==> config.mk <==
export PLATFORM = sky130hd
export DESIGN_NAME = spi_controller_flat
export DESIGN_NICKNAME = d
export VERILOG_FILES = /design/src/rtl/spi_controller_pkg.sv /design/src/rtl/spi_controller_if.sv /design/src/rtl/spi_sclk_divider.sv /design/src/rtl/spi_controller.sv /design/src/flat_wrapper.sv
export SDC_FILE = /design/constraint.sdc
export NUM_CORES = 1
export LEC_CHECK = 0
export BUFFER_PORTS_ARGS = -buffer_cell sky130_fd_sc_hd__clkbuf_2
export CORE_UTILIZATION = 51
export CTS_CLUSTER_DIAMETER = 30
export CTS_CLUSTER_SIZE = 24
export DETAILED_ROUTE_END_ITERATION = 8
export PLACE_DENSITY = 0.7
export RECOVER_POWER = 50
export SLEW_MARGIN = 20
export SYNTH_ARGS = -nofsm -noshare
export SYNTH_HDL_FRONTEND = slang
export SYNTH_SLANG_ARGS = --single-unit
==> constraint.sdc <==
create_clock -name clk -period 1.8 [get_ports clk]
set_input_delay 0.36 -clock clk [delete_from_list [all_inputs] [get_ports clk]]
set_output_delay 0.36 -clock clk [all_outputs]
set_load 0.02 [all_outputs]
==> src/rtl/spi_controller_pkg.sv <==
// spi_controller_pkg: shared constants, FSM state type and register map for the
// 16-bit SPI register-write link (controller side).
//   FRAME_BITS/ADDR_W/DATA_W : frame geometry {rw, addr[6:0], data[7:0]}
//   state_t                  : controller FSM states
//   REG_*                    : peripheral register addresses
// Optional feature macro: SPI_CTRL_READ_EN (see spi_controller.sv).
package spi_controller_pkg;

    localparam int unsigned FRAME_BITS = 16;
    localparam int unsigned ADDR_W     = 7;
    localparam int unsigned DATA_W     = 8;

    typedef enum logic [2:0] {
        StIdle,
        StSetup,
        StShift,
        StHold,
        StGap
    } state_t;

    localparam logic [ADDR_W-1:0] REG_EN_OUT_7_0  = 7'h00;
    localparam logic [ADDR_W-1:0] REG_EN_OUT_15_8 = 7'h01;
    localparam logic [ADDR_W-1:0] REG_EN_PWM_7_0  = 7'h02;
    localparam logic [ADDR_W-1:0] REG_EN_PWM_15_8 = 7'h03;
    localparam logic [ADDR_W-1:0] REG_PWM_DUTY    = 7'h04;

    function automatic int unsigned max3(input int unsigned a, input int unsigned b,
                                         input int unsigned c);
        int unsigned m;
        m = (a > b) ? a : b;
        return (m > c) ? m : c;
    endfunction

    // MSB is transmitted first: rw, then addr, then data.
    function automatic logic [FRAME_BITS-1:0] build_frame(input logic rw,
                                                          input logic [ADDR_W-1:0] addr,
                                                          input logic [DATA_W-1:0] data);
        return {rw, addr, data};
    endfunction

endpackage

==> src/rtl/spi_controller_if.sv <==
// spi_controller_if: request handshake plus SPI pins of the controller.
//   master modport : request source (harness / on-chip master)
//   slave modport  : spi_controller itself
//   req_valid/req_ready/req_addr/req_data : request handshake
//   cs/sclk/copi  : SPI pins driven by the controller
//   busy/done     : transfer status
// With SPI_CTRL_READ_EN defined: req_rw, cipo, rd_data, rd_valid are added.
interface spi_controller_if;
    import spi_controller_pkg::*;

    logic              req_valid;
    logic              req_ready;
    logic [ADDR_W-1:0] req_addr;
    logic [DATA_W-1:0] req_data;
    logic              cs;
    logic              sclk;
    logic              copi;
    logic              busy;
    logic              done;
`ifdef SPI_CTRL_READ_EN
    logic              req_rw;
    logic              cipo;
    logic [DATA_W-1:0] rd_data;
    logic              rd_valid;
`endif

    modport master (
        output req_valid, req_addr, req_data,
`ifdef SPI_CTRL_READ_EN
        output req_rw, cipo,
        input  rd_data, rd_valid,
`endif
        input  req_ready, cs, sclk, copi, busy, done
    );

    modport slave (
        input  req_valid, req_addr, req_data,
`ifdef SPI_CTRL_READ_EN
        input  req_rw, cipo,
        output rd_data, rd_valid,
`endif
        output req_ready, cs, sclk, copi, busy, done
    );

endinterface

==> src/rtl/spi_sclk_divider.sv <==
// spi_sclk_divider: sclk phase timer, active only while the controller shifts.
//   clk, rst      : system clock, async active-high reset
//   i_en          : count enable (SHIFT state); counter and phase clear when low
//   o_rise_tick   : last cycle of a low phase (sclk goes high next cycle)
//   o_fall_tick   : last cycle of a high phase (sclk goes low next cycle)
module spi_sclk_divider #(
    parameter int unsigned CLK_DIV = 4
) (
    input  logic clk,
    input  logic rst,
    input  logic i_en,
    output logic o_rise_tick,
    output logic o_fall_tick
);

    localparam int unsigned     CNT_W   = (CLK_DIV > 1) ? $clog2(CLK_DIV) : 1;
    localparam logic [CNT_W-1:0] CNT_MAX = CNT_W'(CLK_DIV - 1);

    logic [CNT_W-1:0] r_cnt;
    logic             r_phase;   // 0 = low half, 1 = high half
    logic             w_wrap;

    assign w_wrap      = i_en && (r_cnt == CNT_MAX);
    assign o_rise_tick = w_wrap && !r_phase;
    assign o_fall_tick = w_wrap && r_phase;

    always_ff @(posedge clk or posedge rst) begin
        if (rst) begin
            r_cnt   <= '0;
            r_phase <= 1'b0;
        end else if (!i_en) begin
            r_cnt   <= '0;
            r_phase <= 1'b0;
        end else if (w_wrap) begin
            r_cnt   <= '0;
            r_phase <= ~r_phase;
        end else begin
            r_cnt <= r_cnt + 1'b1;
        end
    end

endmodule

==> src/rtl/spi_controller.sv <==
// spi_controller: SPI mode-0 controller shifting one 16-bit {rw, addr, data} frame MSB first.
//   clk, rst : system clock, async active-high reset
//   bus      : spi_controller_if.slave (request handshake, cs/sclk/copi, busy/done)
// Optional feature macro: SPI_CTRL_READ_EN -- takes rw from req_rw, samples cipo on data
// bits and returns rd_data/rd_valid. Without it every frame is a write (bit15 = 1).
module spi_controller
    import spi_controller_pkg::*;
#(
    parameter int unsigned CLK_DIV  = 4,
    parameter int unsigned CS_SETUP = 2,
    parameter int unsigned CS_HOLD  = 2,
    parameter int unsigned CS_IDLE  = 4
) (
    input logic             clk,
    input logic             rst,
    spi_controller_if.slave bus
);

    localparam int unsigned      WAIT_MAX   = max3(CS_SETUP, CS_HOLD, CS_IDLE);
    localparam int unsigned      WAIT_W     = $clog2(WAIT_MAX + 1);
    localparam logic [WAIT_W-1:0] SETUP_LOAD = WAIT_W'(CS_SETUP - 1);
    localparam logic [WAIT_W-1:0] HOLD_LOAD  = WAIT_W'(CS_HOLD - 1);
    localparam logic [WAIT_W-1:0] IDLE_LOAD  = WAIT_W'(CS_IDLE - 1);

    state_t                r_state;
    logic [WAIT_W-1:0]     r_wait;
    logic [3:0]            r_bit;
    logic [FRAME_BITS-1:0] r_shift;   // MSB drives copi directly
    logic                  r_ready;
    logic                  r_cs;
    logic                  r_sclk;
    logic                  r_busy;
    logic                  r_done;

    logic                  w_accept;
    logic                  w_rw;
    logic [FRAME_BITS-1:0] w_frame;
    logic                  w_rise;
    logic                  w_fall;

`ifdef SPI_CTRL_READ_EN
    logic                  r_rw;
    logic [DATA_W-1:0]     r_rd_shift;
    logic [DATA_W-1:0]     r_rd_data;
    logic                  r_rd_valid;

    assign w_rw         = bus.req_rw;
    assign bus.rd_data  = r_rd_data;
    assign bus.rd_valid = r_rd_valid;
`else
    assign w_rw = 1'b1;
`endif

    assign w_accept = bus.req_valid && r_ready;
    assign w_frame  = build_frame(w_rw, bus.req_addr, bus.req_data);

    assign bus.req_ready = r_ready;
    assign bus.cs        = r_cs;
    assign bus.sclk      = r_sclk;
    assign bus.copi      = r_shift[FRAME_BITS-1];
    assign bus.busy      = r_busy;
    assign bus.done      = r_done;

    spi_sclk_divider #(
        .CLK_DIV (CLK_DIV)
    ) u_div (
        .clk         (clk),
        .rst         (rst),
        .i_en        (r_state == StShift),
        .o_rise_tick (w_rise),
        .o_fall_tick (w_fall)
    );

    always_ff @(posedge clk or posedge rst) begin
        if (rst) begin
            r_state <= StIdle;
            r_wait  <= '0;
            r_bit   <= '0;
            r_shift <= '0;
            r_ready <= 1'b0;
            r_cs    <= 1'b1;
            r_sclk  <= 1'b0;
            r_busy  <= 1'b0;
            r_done  <= 1'b0;
`ifdef SPI_CTRL_READ_EN
            r_rw       <= 1'b1;
            r_rd_shift <= '0;
            r_rd_data  <= '0;
            r_rd_valid <= 1'b0;
`endif
        end else begin
            r_done <= 1'b0;
`ifdef SPI_CTRL_READ_EN
            r_rd_valid <= 1'b0;
`endif
            unique case (r_state)
                StIdle: begin
                    r_ready <= 1'b1;
                    if (w_accept) begin
                        r_state <= StSetup;
                        r_ready <= 1'b0;
                        r_busy  <= 1'b1;
                        r_cs    <= 1'b0;
                        r_shift <= w_frame;
                        r_bit   <= 4'd15;
                        r_wait  <= SETUP_LOAD;
`ifdef SPI_CTRL_READ_EN
                        r_rw    <= w_rw;
`endif
                    end
                end
                StSetup: begin
                    if (r_wait == '0) r_state <= StShift;
                    else              r_wait  <= r_wait - 1'b1;
                end
                StShift: begin
                    if (w_rise) r_sclk <= 1'b1;
                    if (w_fall) begin
                        r_sclk <= 1'b0;
`ifdef SPI_CTRL_READ_EN
                        // Data bits occupy bit counter values 7..0.
                        if (r_bit <= 4'd7) r_rd_shift <= {r_rd_shift[DATA_W-2:0], bus.cipo};
`endif
                        if (r_bit == 4'd0) begin
                            // Last bit stays on copi through HOLD.
                            r_state <= StHold;
                            r_wait  <= HOLD_LOAD;
                        end else begin
                            r_bit   <= r_bit - 1'b1;
                            r_shift <= {r_shift[FRAME_BITS-2:0], 1'b0};
                        end
                    end
                end
                StHold: begin
                    if (r_wait == '0) begin
                        r_state <= StGap;
                        r_cs    <= 1'b1;
                        r_done  <= 1'b1;
                        r_wait  <= IDLE_LOAD;
`ifdef SPI_CTRL_READ_EN
                        if (!r_rw) begin
                            r_rd_data  <= r_rd_shift;
                            r_rd_valid <= 1'b1;
                        end
`endif
                    end else begin
                        r_wait <= r_wait - 1'b1;
                    end
                end
                StGap: begin
                    if (r_wait == '0) begin
                        r_state <= StIdle;
                        r_busy  <= 1'b0;
                        r_ready <= 1'b1;
                    end else begin
                        r_wait <= r_wait - 1'b1;
                    end
                end
                default: r_state <= StIdle;
            endcase
        end
    end

endmodule
==> src/flat_wrapper.sv <==
// flat-port wrapper written by rule: the top's interface ports become plain ports
module spi_controller_flat import spi_controller_pkg::*;
#(
    parameter int unsigned CLK_DIV  = 4,
    parameter int unsigned CS_SETUP = 2,
    parameter int unsigned CS_HOLD  = 2,
    parameter int unsigned CS_IDLE  = 4
)
  (clk, rst, bus_req_valid, bus_req_addr, bus_req_data, bus_req_ready, bus_cs, bus_sclk, bus_copi, bus_busy, bus_done);
  spi_controller_if bus_i ();
  input logic clk;
  input logic rst;
  input wire logic [$bits(bus_i.req_valid)-1:0] bus_req_valid;
  input wire logic [$bits(bus_i.req_addr)-1:0] bus_req_addr;
  input wire logic [$bits(bus_i.req_data)-1:0] bus_req_data;
  output wire logic [$bits(bus_i.req_ready)-1:0] bus_req_ready;
  output wire logic [$bits(bus_i.cs)-1:0] bus_cs;
  output wire logic [$bits(bus_i.sclk)-1:0] bus_sclk;
  output wire logic [$bits(bus_i.copi)-1:0] bus_copi;
  output wire logic [$bits(bus_i.busy)-1:0] bus_busy;
  output wire logic [$bits(bus_i.done)-1:0] bus_done;
  assign bus_i.req_valid = bus_req_valid;
  assign bus_i.req_addr = bus_req_addr;
  assign bus_i.req_data = bus_req_data;
  assign bus_req_ready = bus_i.req_ready;
  assign bus_cs = bus_i.cs;
  assign bus_sclk = bus_i.sclk;
  assign bus_copi = bus_i.copi;
  assign bus_busy = bus_i.busy;
  assign bus_done = bus_i.done;
  spi_controller #(.CLK_DIV(CLK_DIV), .CS_SETUP(CS_SETUP), .CS_HOLD(CS_HOLD), .CS_IDLE(CS_IDLE)) u_core (.clk(clk), .rst(rst), .bus(bus_i));
endmodule
Word-level counts from Yosys, hierarchy flattened
Index checks and enable logic that the tools add are counted.
{"block": "word_totals", "register_bits": 34, "latch_bits": 0, "mem_bits_rw": 0, "romBits": 0, "input_bits": 18, "out_inout_bits": 6, "wordCells": 86, "memories": 0}
{"block": "classes", "n_addsub": 3, "multipliers": 0, "div": 0, "n_lt_le_gt_ge": 0, "eq_ne": 14, "shift": 0, "mux": 36, "n_bitwise": 1, "n_reduce_logical": 21}
{"op": "16-bit 2-to-1 mux", "count": 3}
{"op": "16-bit one-hot mux with 2 select lines", "count": 1}
{"op": "3-bit 2-to-1 mux", "count": 10}
{"op": "3-bit one-hot mux with 5 select lines", "count": 1}
{"op": "2-bit by 1-bit inequality test with 1-bit output, second input constant", "count": 7}
{"op": "4-bit 2-to-1 mux", "count": 3}
{"op": "3-bit one-hot mux with 4 select lines", "count": 1}
{"op": "1-bit 2-to-1 mux", "count": 11}
{"op": "4-bit one-hot mux with 2 select lines", "count": 1}
{"op": "2-bit nonzero test", "count": 4}
{"op": "3-bit by 2-bit equality test with 1-bit output, second input constant", "count": 2}
{"op": "3-bit logical NOT", "count": 2}
{"op": "1-bit one-hot mux with 2 select lines", "count": 3}
{"op": "3-bit AND reduction", "count": 2}
{"op": "6-bit AND reduction", "count": 1}
{"op": "5-bit AND reduction", "count": 1}
{"op": "1-bit logical AND", "count": 4}
{"op": "4-bit logical NOT", "count": 1}
{"op": "2-bit 2-to-1 mux", "count": 2}
{"op": "2-bit inequality test, second input constant", "count": 2}
{"op": "2-bit AND reduction", "count": 2}
{"op": "4-bit AND reduction", "count": 1}
{"op": "4-bit nonzero test", "count": 1}
{"op": "4-bit by 1-bit subtractor with 4-bit output, second input constant", "count": 1}
{"op": "other kinds (8)", "count": 8}

Depth between registers and ports, before layout
Gate-level depths: netlist of the first run.
{"block": "logic_depth", "ltp_word": 5, "mapped_depth": 7, "depth_no_buf": 6}

Modules after synthesis
From an unflattened synthesis of the first run, not the netlist that was laid out.
{"block": "hier_totals", "cells_unflattened": 175, "hier_area_um2": 1794.2}
{"module": "spi_controller", "instances": 1, "cells_per_inst": 163, "area_per_inst_um2": 1655.3, "seq_area_each_um2": 777.0}
{"module": "spi_sclk_divider", "instances": 1, "cells_per_inst": 12, "area_per_inst_um2": 138.9, "seq_area_each_um2": 75.1}

Least setup slack after synthesis of the first run
Ideal clock, no wire load.
{"block": "synth_timing", "path_kind": "reg2reg", "from": "reg u_core.r_bit[0]", "to": "reg u_core.r_shift[1]", "setup_time_ns": 0.125, "arrival_ns": 1.888, "required_time_ns": 1.675, "setup_slack_ns": -0.213, "path_stages_with_launch": 8, "path_buffers": 1, "synth_period_minus_slack_ns": 2.013, "path_cell_list": "dfrtp_1 > inv_1 > ha_1 > and4bb_4 > a211oi_4 > a21boi_4 > buf_12 > mux2_4"}
{"block": "synth_between", "elab_chain_cells": 3}
{"item": "start, declared", "line": "spi_controller.sv:27", "text": "logic [3:0] r_bit;"}
{"item": "start signal, assigned", "line": "spi_controller.sv:129", "text": "r_bit <= r_bit - 1'b1;"}
{"item": "4-bit logical NOT", "line": "spi_controller.sv:124", "text": "if (r_bit == 4'd0) begin"}
{"item": "2-bit inequality test (no line)"}
{"item": "4-bit AND reduction (no line)"}
{"item": "end signal, assigned", "line": "spi_controller.sv:104", "text": "r_shift <= w_frame;"}
{"item": "end signal, assigned", "line": "spi_controller.sv:130", "text": "r_shift <= {r_shift[FRAME_BITS-2:0], 1'b0};"}
{"item": "end, declared", "line": "spi_controller.sv:28", "text": "logic [FRAME_BITS-1:0] r_shift;"}
No other way between the ends.
A chain may end at the register's enable or synchronous reset.

Worst setup path in the final report of the first run
{"block": "layout_timing", "from": "reg u_core.r_bit[0]", "to": "reg u_core.r_shift[13]"}
Same word-level chain as after synthesis.

==> impl_metrics.tcl, run 1 <==
set metrics [dict create \
    p_leak_nw 1.09 \
    grt_antenna_before_repair 0 \
    area_delta_synth_final_pct 23.8 \
    path_clk_slew_ns 0.07 \
    yosysWarnings 0 \
    violations "negative setup slack" \
    cp_slowest_stage_delay_ns 0.37 \
    root_buffer "clkbuf_8" \
    synthTopCellsByCount "dfrtp_1, mux2_2, nand2_1" \
    globalplace.congestion 0.900 \
    grt_usage_pct 22.8 \
    timing.rr.start "u_core.r_bit[0]" \
    die-area_mm2 0.00396 \
    rsz0062_at_grt "yes" \
    hold_viol 0 \
    synthFlopType "dfrtp_1" \
    r2r-end "u_core.r_shift[13]" \
    yosysMostFrequentCell "dfrtp_1" \
    ys_top_cells_by_area "dfrtp_1, mux2_2, mux2_4, ha_1, nand2_1" \
    fin_nets 230 \
    status "finished, violations left" \
    syn_nets 186 \
    fmax_mhz 553 \
    cpMaxStageDelayCell "dfrtp_1" \
    cts_tree "built" \
    die_y_um 63.0 \
    grt_start_max_net_pins 35 \
    crit_required_ns 1.97 \
    skew_ns 0.00809 \
    setup_violations 1 \
    ios 24 \
    critPathTopFamily "compound AO/OA/AOI/OAI gates" \
    crit_arrival_ns 1.98 \
    routed_wl_um 3980 \
    synth.distinct_cells 46 \
    yosysTopAreaCellShare_pct 43.6 \
    hpwl_um 2680 \
    fin_crit_ns 1.81 \
    tightest_slew_ns 0.843 \
    ant_nets 0 \
    finalCritPeriodShare_pct 101 \
    drv_slew 0 \
    synth-edff-count 0 \
    irDropWorstVdd_v 0.000844 \
    setup_slack_ns -0.00994 \
    h-tree-depth 2 \
    reg2reg_setup_slack_ns -0.01 \
    first_pass_iters 4 \
    reg2reg_depth 7 \
    synth_area_leader_cell "dfrtp_1" \
    clock_latency_ns 0.29 \
    rows 21 \
    path_cells "inv_2 > ha_4 > and4bb_4 > a211oi_4 > a21boi_4 > buf_12 > mux2_2" \
    routedWlPerCell_um 15.6 \
    critPathKind "reg2reg" \
    max_slew_margin_pct 43.8 \
    synth-async-reset-ratio_pct 100 \
    avgSynthCellArea_um2 11.6 \
    hp-class "in2async" \
    critPathCaptureType "flop" \
    grt_pass1_wl_um 6790 \
    critPathMaxFanout 9 \
    synth_seq_cells 34 \
    pwr_density_cell_mw_per_mm2 1660 \
    clock-sinks 34 \
    vias_per_cell 5.58 \
    crit_path_start "u_core.r_bit[0]" \
    start_util_pct 55.1 \
    drt_iter0_drc 89 \
    vias 1423 \
    cts_buffer_depth 2 \
    cts_buffers 5 \
    path_buf_inv 2 \
    max_cap_viol_count 0 \
    grt_overflow 0 \
    core_area_mm2 0.00344 \
    grt_pass1_vias 1451 \
    syn_inst 164 \
    diodes 0 \
    fp.dieW_um 63.0 \
    numPortBuffers 23 \
    pre_cts_slack_ns -0.0256 \
    yosysSeqAreaShare_pct 45.0 \
    post-route-util_pct 68.2 \
    start_kind "flop" \
    synth_area_mm2 0.00190 \
    drive_gt1_share_pct 46.4 \
    fin_setup_tns_ns -0.00994 \
    drc 0 \
]
## worst min-delay path, delay by kind of cell
family                 cells  cell delay [ns]
buffers and inverters      3             0.76
## power breakdown
part / switching [mW] / total (mW) / leakage [nW] / internal (mW)
clock: 0.286 / 0.593 / 0.0472 / 0.307
combinational: 0.931 / 2.04 / 0.643 / 1.11
sequential: 0.201 / 1.27 / 0.395 / 1.07
total: 1.42 / 3.91 / 1.09 / 2.49
## flip-flops by register name (all words and copies together) (netlist names)
name                  count
u_core.u_div.r_cnt        2
u_core.bus.cs             1
u_core.bus.req_ready      1
u_core.bus.done           1
u_core.bus.sclk           1
u_core.r_bit              4
u_core.r_state            3
u_core.bus.busy           1
u_core.r_shift           16
u_core.u_div.r_phase      1
u_core.r_wait             3
## per-stage QoR
stage	power [mW]	cell area, um2	hold slack (ns)	std cells
after floorplan	2.68	1900	0.424	164
after global placement	3.15	2190	0.431	245
after detailed placement	3.25	2190	0.444	245
after CTS	3.92	2330	0.147	255
after global routing	4.19	2350	0.348	255
final	3.91	2350	0.290	255
## layout by cell type (no fill, tap or decap), drive strengths merged, types with 2 or more instances in the layout
cell     n
clkbuf  30
o21ai    8
a211oi   2
mux2i    2
nor2     8
nand2b   6
a32o     2
a31o     2
dfrtp   33
a31oi    4
mux2    28
nand3b   3
nand2   12
ha       4
inv      9
xor2     2
xnor2    2
and2     2
a21oi    6
buf     21
## cell families after synthesis
| kind of cell | after synthesis | share of synthesized area, % |
|---|---|---|
| XOR/XNOR | 4 | 1.85 |
| buffers and inverters | 17 | 4.75 |
| adder cells (fa/ha/maj) | 4 | 2.64 |
| AO/OA/AOI/OAI | 33 | 12.9 |
| flip-flops | 34 | 45.0 |
| AND/OR/NAND/NOR | 42 | 13.5 |
| multiplexers | 30 | 19.5 |
## area by class of cell
type | instances | area, um2
fillers | 265 | 1090
multi-input cells | 113 | 1000
flip-flops and latches | 34 | 852
repair buffers | 45 | 307
clock buffers | 6 | 82.6
well taps | 46 | 57.6
inverters | 9 | 33.8
clock inverters | 2 | 12.5
## worst max-delay path by stage
stage          depth (start not counted)                 end
6_report                               7  u_core.r_shift[13]
5_1_grt                                7  u_core.r_shift[13]
4_1_cts                                7  u_core.r_shift[11]
3_5_place_dp                           7   u_core.r_shift[5]
3_3_place_gp                           7   u_core.r_shift[4]
2_1_floorplan                          6   u_core.r_shift[1]
## per-layer routing
layer	vias to the layer above	routed length, um	track usage, %
met1	694	1730	28.3
li1	678	-	-
met2	43	1990	37.2
met3	8	164	5.47
met5	-	0	0
met4	0	89	10.5
## repair_timing
action | 4_1_cts | 5_1_grt
buffers inserted | 2 | 0
hold buffers | 0 | 0
resized for setup | 7 | 4
pin swaps | 1 | 1
setup endpoints to repair | 12 | 16
(Power assumes the default switching activity.)
==> inputs of run 2 (changes only) <==
--- a/config.mk
+++ b/config.mk
@@ -5,12 +5,13 @@
 export SDC_FILE = /design/constraint.sdc
 export NUM_CORES = 1
 export LEC_CHECK = 0
+export ABC_AREA = 1
 export BUFFER_PORTS_ARGS = -buffer_cell sky130_fd_sc_hd__clkbuf_2
 export CORE_UTILIZATION = 51
 export CTS_CLUSTER_DIAMETER = 30
 export CTS_CLUSTER_SIZE = 24
 export DETAILED_ROUTE_END_ITERATION = 8
-export PLACE_DENSITY = 0.7
+export PLACE_DENSITY = 0.71
 export RECOVER_POWER = 50
 export SLEW_MARGIN = 20
 export SYNTH_ARGS = -nofsm -noshare
==> constraint.sdc (replaced) <==
create_clock -name clk -period 1.8 [get_ports clk]
set_input_delay 0.36 -clock clk [delete_from_list [all_inputs] [get_ports clk]]
set_output_delay 0.36 -clock clk [all_outputs]
set_load 0.1 [all_outputs]
==> run 2 against run 1 <==
The flow now finishes without violations; non-clock buffer count is 16 lower; global-route usage is 2.1 points lower; combinational power is 25% higher; final area is 12% lower; hold slack worse by 0.050 ns; wire length is 13% lower; first-iteration DRC count is 27% lower; clock power is 34% lower; sequential power is 6% higher; largest cell class unchanged.
==> impl_metrics.tcl, run 2 <==
set metrics [dict create \
    cts_setup_buffers 0 \
    p_int_mw 2.05 \
    cts_hold_buf 0 \
    grt_start_max_net_pins 35 \
    synth_compound_area_share_pct 6.95 \
    avgSynthCellArea_um2 7.63 \
    layout_commonest_cell "nand2_1" \
    synth-edff-count 0 \
    synth.distinct_cells 23 \
    drv_slew 0 \
    root_buffer "clkbuf_4" \
    tightest_slew_ns 0.837 \
    crit_path_start "u_core.bus.cs" \
    start_util_pct 54.3 \
    synthTopCellsByCount "nand2_1, dfrtp_1, nand3_1" \
    stdcell_area_mm2 0.00206 \
    fillCellCount 330 \
    drc 0 \
    critPathCaptureType "primary output" \
    cts_buffer_depth 2 \
    path_clk_slew_ns 0.10 \
    numPortBuffers 23 \
    drt_iter0_drc 65 \
    critPathMaxFanout 2 \
    cp_slowest_stage_delay_ns 0.54 \
    cts_resized 0 \
    max_cap_viol_count 0 \
    globalplace.congestion 0.842 \
    area_delta_synth_final_pct 11.0 \
    p_switching_mw 2.24 \
    fmax_mhz 598 \
    synthXorXnorAreaFrac_pct 0.945 \
    largest-register "u_core.r_shift" \
    max_slew_margin_pct 44.2 \
    yosysWarnings 0 \
    cts_buffers 5 \
    ys_top_cells_by_area "dfrtp_1, nand2_1, nand3_1, inv_1, o21ai_2" \
    drive_gt1_share_pct 19.9 \
    synth_seq_cells 34 \
    synth-async-reset-ratio_pct 100 \
    skew_ns 0.00240 \
    yosysTopAreaCellShare_pct 44.5 \
    post-route-util_pct 60.3 \
    first_pass_iters 4 \
    setup_violations 0 \
    grt_usage_pct 20.7 \
    critPathKind "reg2out" \
    yosysSeqAreaShare_pct 46.0 \
    core_area_mm2 0.00342 \
    hold_viol 0 \
    synth_area_mm2 0.00185 \
    routed_wl_um 3450 \
    reg2reg_depth 7 \
    r2r-end "u_core.r_bit[3]" \
    p_total_mw 4.29 \
    synth-adder-area-share_pct 2.70 \
    rows 21 \
    yosys-mux-area-fraction_pct 0 \
    hpwl_um 2340 \
    diodes 0 \
    syn_nets 265 \
    grt_pass1_wl_um 6350 \
    largest_reg_flops 16 \
    place_area_mm2 0.00202 \
    fin_crit_ns 1.67 \
    vias_per_cell 4.70 \
    reg2reg_setup_slack_ns 0.24 \
    die-area_mm2 0.00388 \
    synthFlopType "dfrtp_1" \
    hp-class "in2async" \
    fin_nets 294 \
    cts_tree "built" \
    clock_latency_ns 0.33 \
    crit_arrival_ns 1.31 \
    synth_area_leader_cell "dfrtp_1" \
    path_cells "clkbuf_2" \
    final_cell_mix "nand2_1, dfrtp_1, nand3_1" \
    fp.dieW_um 62.3 \
    die_y_um 62.3 \
    pwr_density_cell_mw_per_mm2 2080 \
    reg_top3 "u_core.r_shift (16), u_core.r_bit (4)" \
    clockPowerShare_pct 9.1 \
    routedWlPerCell_um 10.9 \
    irDropWorstVdd_v 0.000886 \
    yosys.area_share.simple_pct 36.8 \
    switching_share_pct 52.2 \
    clock-sinks 34 \
    yosysMostFrequentCell "nand2_1" \
    comb_power_share_pct 59.5 \
    grt_antenna_before_repair 0 \
    ant_nets 0 \
    cpMaxStageDelayCell "dfstp_2" \
    synth_top_family_by_area "simple AND/OR/NAND/NOR gates" \
    vias 1495 \
    grt_overflow 0 \
    multiInputGateArea_um2 873 \
    path_buf_inv 1 \
    grt_pass1_vias 1411 \
    h-tree-depth 2 \
    crit_required_ns 1.44 \
    rsz0062_at_grt "no" \
    status "completed" \
    fin_setup_tns_ns 0 \
    finalCritPeriodShare_pct 92.9 \
    p_leak_nw 1.17 \
    seqPwrFrac_pct 31.4 \
    start_kind "flop" \
    syn_inst 243 \
    critPathTopFamily "flip-flops" \
    ios 24 \
    timing.rr.start "u_core.r_state[0]" \
    seqCellArea_um2 853 \
]
run 2: worst register-to-register path, cell delays in order, from the launching register on:
cell	delay (ns)
dfrtp_1	0.47
nor2_2	0.20
nand3_1	0.17
nand2_2	0.16
nor2_8	0.06
nand2_4	0.24
nand2_1	0.11
o21ai_2	0.07
run 2: stage by stage:
step	cells	worst slack (ns)	hold WS (ns)
floorplan	243	0.149	0.409
global placement	311	0.303	0.423
detailed placement	311	0.267	0.439
CTS	318	0.115	0.0883
global route	318	0.0554	0.284
finish	318	0.127	0.240
run 2: layout make-up:
cell class / instances / area share (%)
sequential: 34 / 41.5
timing repair buffer: 29 / 7.66
clock buffer: 7 / 2.19
tap: 46 / 2.80
multi-input combinational: 183 / 42.4
inverter: 19 / 3.47
run 2: logic make-up after synthesis:
family | count (synthesis)
AND/OR/NAND/NOR | 157
flip-flops | 34
buffers and inverters | 26
AO/OA/AOI/OAI | 20
adder cells (fa/ha/maj) | 4
XOR/XNOR | 2
run 2: worst max path at each step:
stage,end,slack [ns],cells past startpoint
6_report,bus_cs,0.13,1
5_1_grt,u_core.r_shift[0],0.06,7
4_1_cts,bus_cs,0.11,1
3_5_place_dp,u_core.r_bit[3],0.27,7
3_3_place_gp,u_core.r_shift[15],0.30,7
2_1_floorplan,u_core.r_shift[14],0.15,8
run 2: power groups by stage:
| stage | clock network, mW | registers [mW] | logic [mW] |
|---|---|---|---|
| 3_5_place_dp | 0 | 1.36 | 2.58 |
| 5_1_grt | 0.437 | 1.40 | 2.92 |
| 6_report | 0.390 | 1.35 | 2.55 |
| 3_3_place_gp | 0 | 1.36 | 2.55 |
| 4_1_cts | 0.397 | 1.35 | 2.58 |
| 2_1_floorplan | 0 | 1.65 | 1.85 |
run 2: layer usage:
layer	global-route usage [%]	share of wire, %	up-vias
met5	0	0	-
met4	6.98	1.2	0
met3	4.96	3.2	4
met2	31.2	43	20
met1	29.2	53	654
li1	-	-	817
==> inputs of run 3 (changes only) <==
--- a/config.mk
+++ b/config.mk
@@ -7,11 +7,11 @@
 export LEC_CHECK = 0
 export ABC_AREA = 1
 export BUFFER_PORTS_ARGS = -buffer_cell sky130_fd_sc_hd__clkbuf_2
-export CORE_UTILIZATION = 51
+export CORE_UTILIZATION = 60
 export CTS_CLUSTER_DIAMETER = 30
 export CTS_CLUSTER_SIZE = 24
 export DETAILED_ROUTE_END_ITERATION = 8
-export PLACE_DENSITY = 0.71
+export PLACE_DENSITY = 0.78
 export RECOVER_POWER = 50
 export SLEW_MARGIN = 20
 export SYNTH_ARGS = -nofsm -noshare
==> constraint.sdc (replaced) <==
create_clock -name clk -period 2.1 [get_ports clk]
set_input_delay 0.42 -clock clk [delete_from_list [all_inputs] [get_ports clk]]
set_output_delay 0.42 -clock clk [all_outputs]
set_load 0.1 [all_outputs]
==> run 3 against run 2 <==
The flow now finishes with violations (design-rule violations); die area fell by 15%; sequential power fell by 16%; wire length fell by 4.0%; global-route usage rose by 2.4 points; core utilization rose by 11 points; largest cell class unchanged; largest power group unchanged.
==> impl_metrics.tcl, run 3 (synthesized netlist as in run 2, its figures left out) <==
set metrics [dict create \
    grt_use_met2_pct 34.4 \
    grt_usage_pct 23.1 \
    routed_wl_um 3320 \
    critPathMaxFanout 26 \
    ios 24 \
    grt_pass1_wl_um 5800 \
    fmax_mhz 555 \
    diodes 0 \
    reg_top3 "u_core.r_shift (16), u_core.r_bit (4)" \
    cts_buffers 5 \
    clockPowerShare_pct 10.2 \
    grt_pass1_vias 1361 \
    path_buf_inv 0 \
    cts_hold_buf 0 \
    reg2reg_setup_slack_ns 0.30 \
    comb_power_share_pct 58.2 \
    drc 2 \
    irDropWorstVdd_v 0.000994 \
    stdcell_count 301 \
    top_usage_layer "met2" \
    status "finished, violations left" \
    grt_antenna_before_repair 0 \
    hp-class "in2async" \
    rows 19 \
    tightest_slew_ns 0.811 \
    critPathTopFamily "simple AND/OR/NAND/NOR gates" \
    p_total_mw 3.62 \
    h-tree-depth 2 \
    p_leak_nw 1.16 \
    switching_share_pct 52.2 \
    largest-register "u_core.r_shift" \
    root_buffer "clkbuf_4" \
    core_area_mm2 0.00285 \
    post-route-util_pct 70.8 \
    drv_slew 0 \
    setup_violations 0 \
    numPortBuffers 23 \
    critPathKind "reg2reg" \
    drive_gt1_share_pct 18.1 \
    drt_iter0_drc 72 \
    first_pass_iters 6 \
    start_kind "flop" \
    routedWlPerCell_um 11.0 \
    clock-sinks 34 \
    cts_tree "built" \
    fin_crit_ns 1.80 \
    hold_slack_ns 0.282 \
    cts_buffer_depth 2 \
    path_common_cell "nor2_1" \
    start_util_pct 65.0 \
    hpwl_um 2270 \
    violations "design-rule violations" \
    skew_ns 0.0121 \
    globalplace.congestion 0.859 \
    crit_arrival_ns 2.07 \
    critPathCaptureType "flop" \
    crit_required_ns 2.36 \
    hold_viol 0 \
    p_switching_mw 1.89 \
    grt_util_met1_pct 31.9 \
    grt_start_max_net_pins 35 \
    p_int_mw 1.73 \
    final_cell_mix "nand2_1, dfrtp_1, nand3_1" \
    path_clk_slew_ns 0.10 \
    place_area_mm2 0.00198 \
    pre_cts_slack_ns 0.411 \
    path_cells "nor2_1 > nand2_2 > nor2_1 > nor2_8 > nand2_4 > nand2_1 > o21ai_2" \
    cpMaxStageDelayCell "dfrtp_1" \
    stdcell_area_mm2 0.00202 \
    fp.dieW_um 57.6 \
    met3_usage_pct 4.76 \
    ant_nets 0 \
    cts_resized 0 \
    grt_overflow 0 \
    dpl.cell_count 293 \
    finalCritPeriodShare_pct 85.8 \
    vias 1501 \
    die_y_um 57.6 \
    fin_nets 291 \
    setup_slack_ns 0.298 \
    cts_setup_buffers 0 \
    layout_commonest_cell "nand2_1" \
    max_cap_viol_count 0 \
    largest_reg_flops 16 \
    area_delta_synth_final_pct 8.91 \
    rsz0062_at_grt "no" \
    pwr_density_cell_mw_per_mm2 1790 \
    clock_latency_ns 0.33 \
    seqPwrFrac_pct 31.6 \
    fin_setup_tns_ns 0 \
    vias_per_cell 4.99 \
    die-area_mm2 0.00332 \
    cp_slowest_stage_delay_ns 0.48 \
    max_slew_margin_pct 45.9 \
]
==> run 3: path summary, 6_finish.rpt <==
check	start	endpoint	depth (start not counted)
max	u_core.r_state[0]	u_core.r_bit[1]	7
min	rst	u_core.r_bit[2]	3
max reg2reg	u_core.r_state[0]	u_core.r_bit[1]	7
min reg2reg	u_core.u_div.r_cnt[0]	u_core.u_div.r_cnt[0]	1
max in group asynchronous	rst	u_core.r_shift[3]	3
min in group clk	bus_req_data[0]	u_core.r_shift[0]	3
==> run 3: metal layers <==
layer | share of wire [%] | wire [um] | vias up
met4 | 1.4 | 46 | 0
met5 | 0 | 0 | -
met2 | 44 | 1470 | 26
met3 | 2.9 | 97 | 6
met1 | 51 | 1700 | 658
li1 | - | - | 811
==> run 3: worst register-to-register path: stages, from the launching register on <==
cell and delay [ns]:
dfrtp_1 0.48, nor2_1 0.25, nand2_2 0.08, nor2_1 0.33, nor2_8 0.14, nand2_4 0.28
nand2_1 0.12, o21ai_2 0.06
==> run 3: area by class of cell <==
class	instances	area, um2
fill	244	833
inverter	19	71.3
sequential	34	852
tap	31	38.8
multi-input combinational	183	863
timing repair buffer	26	135
clock buffer	8	58.8
==> run 3: power groups by stage <==
stage	Combinational, mW	Sequential (mW)	Clock [mW]
floorplan	1.59	1.41	0
global placement	2.09	1.15	0
detailed placement	2.13	1.16	0
CTS	2.14	1.15	0.377
global route	2.38	1.17	0.414
finish	2.11	1.14	0.369
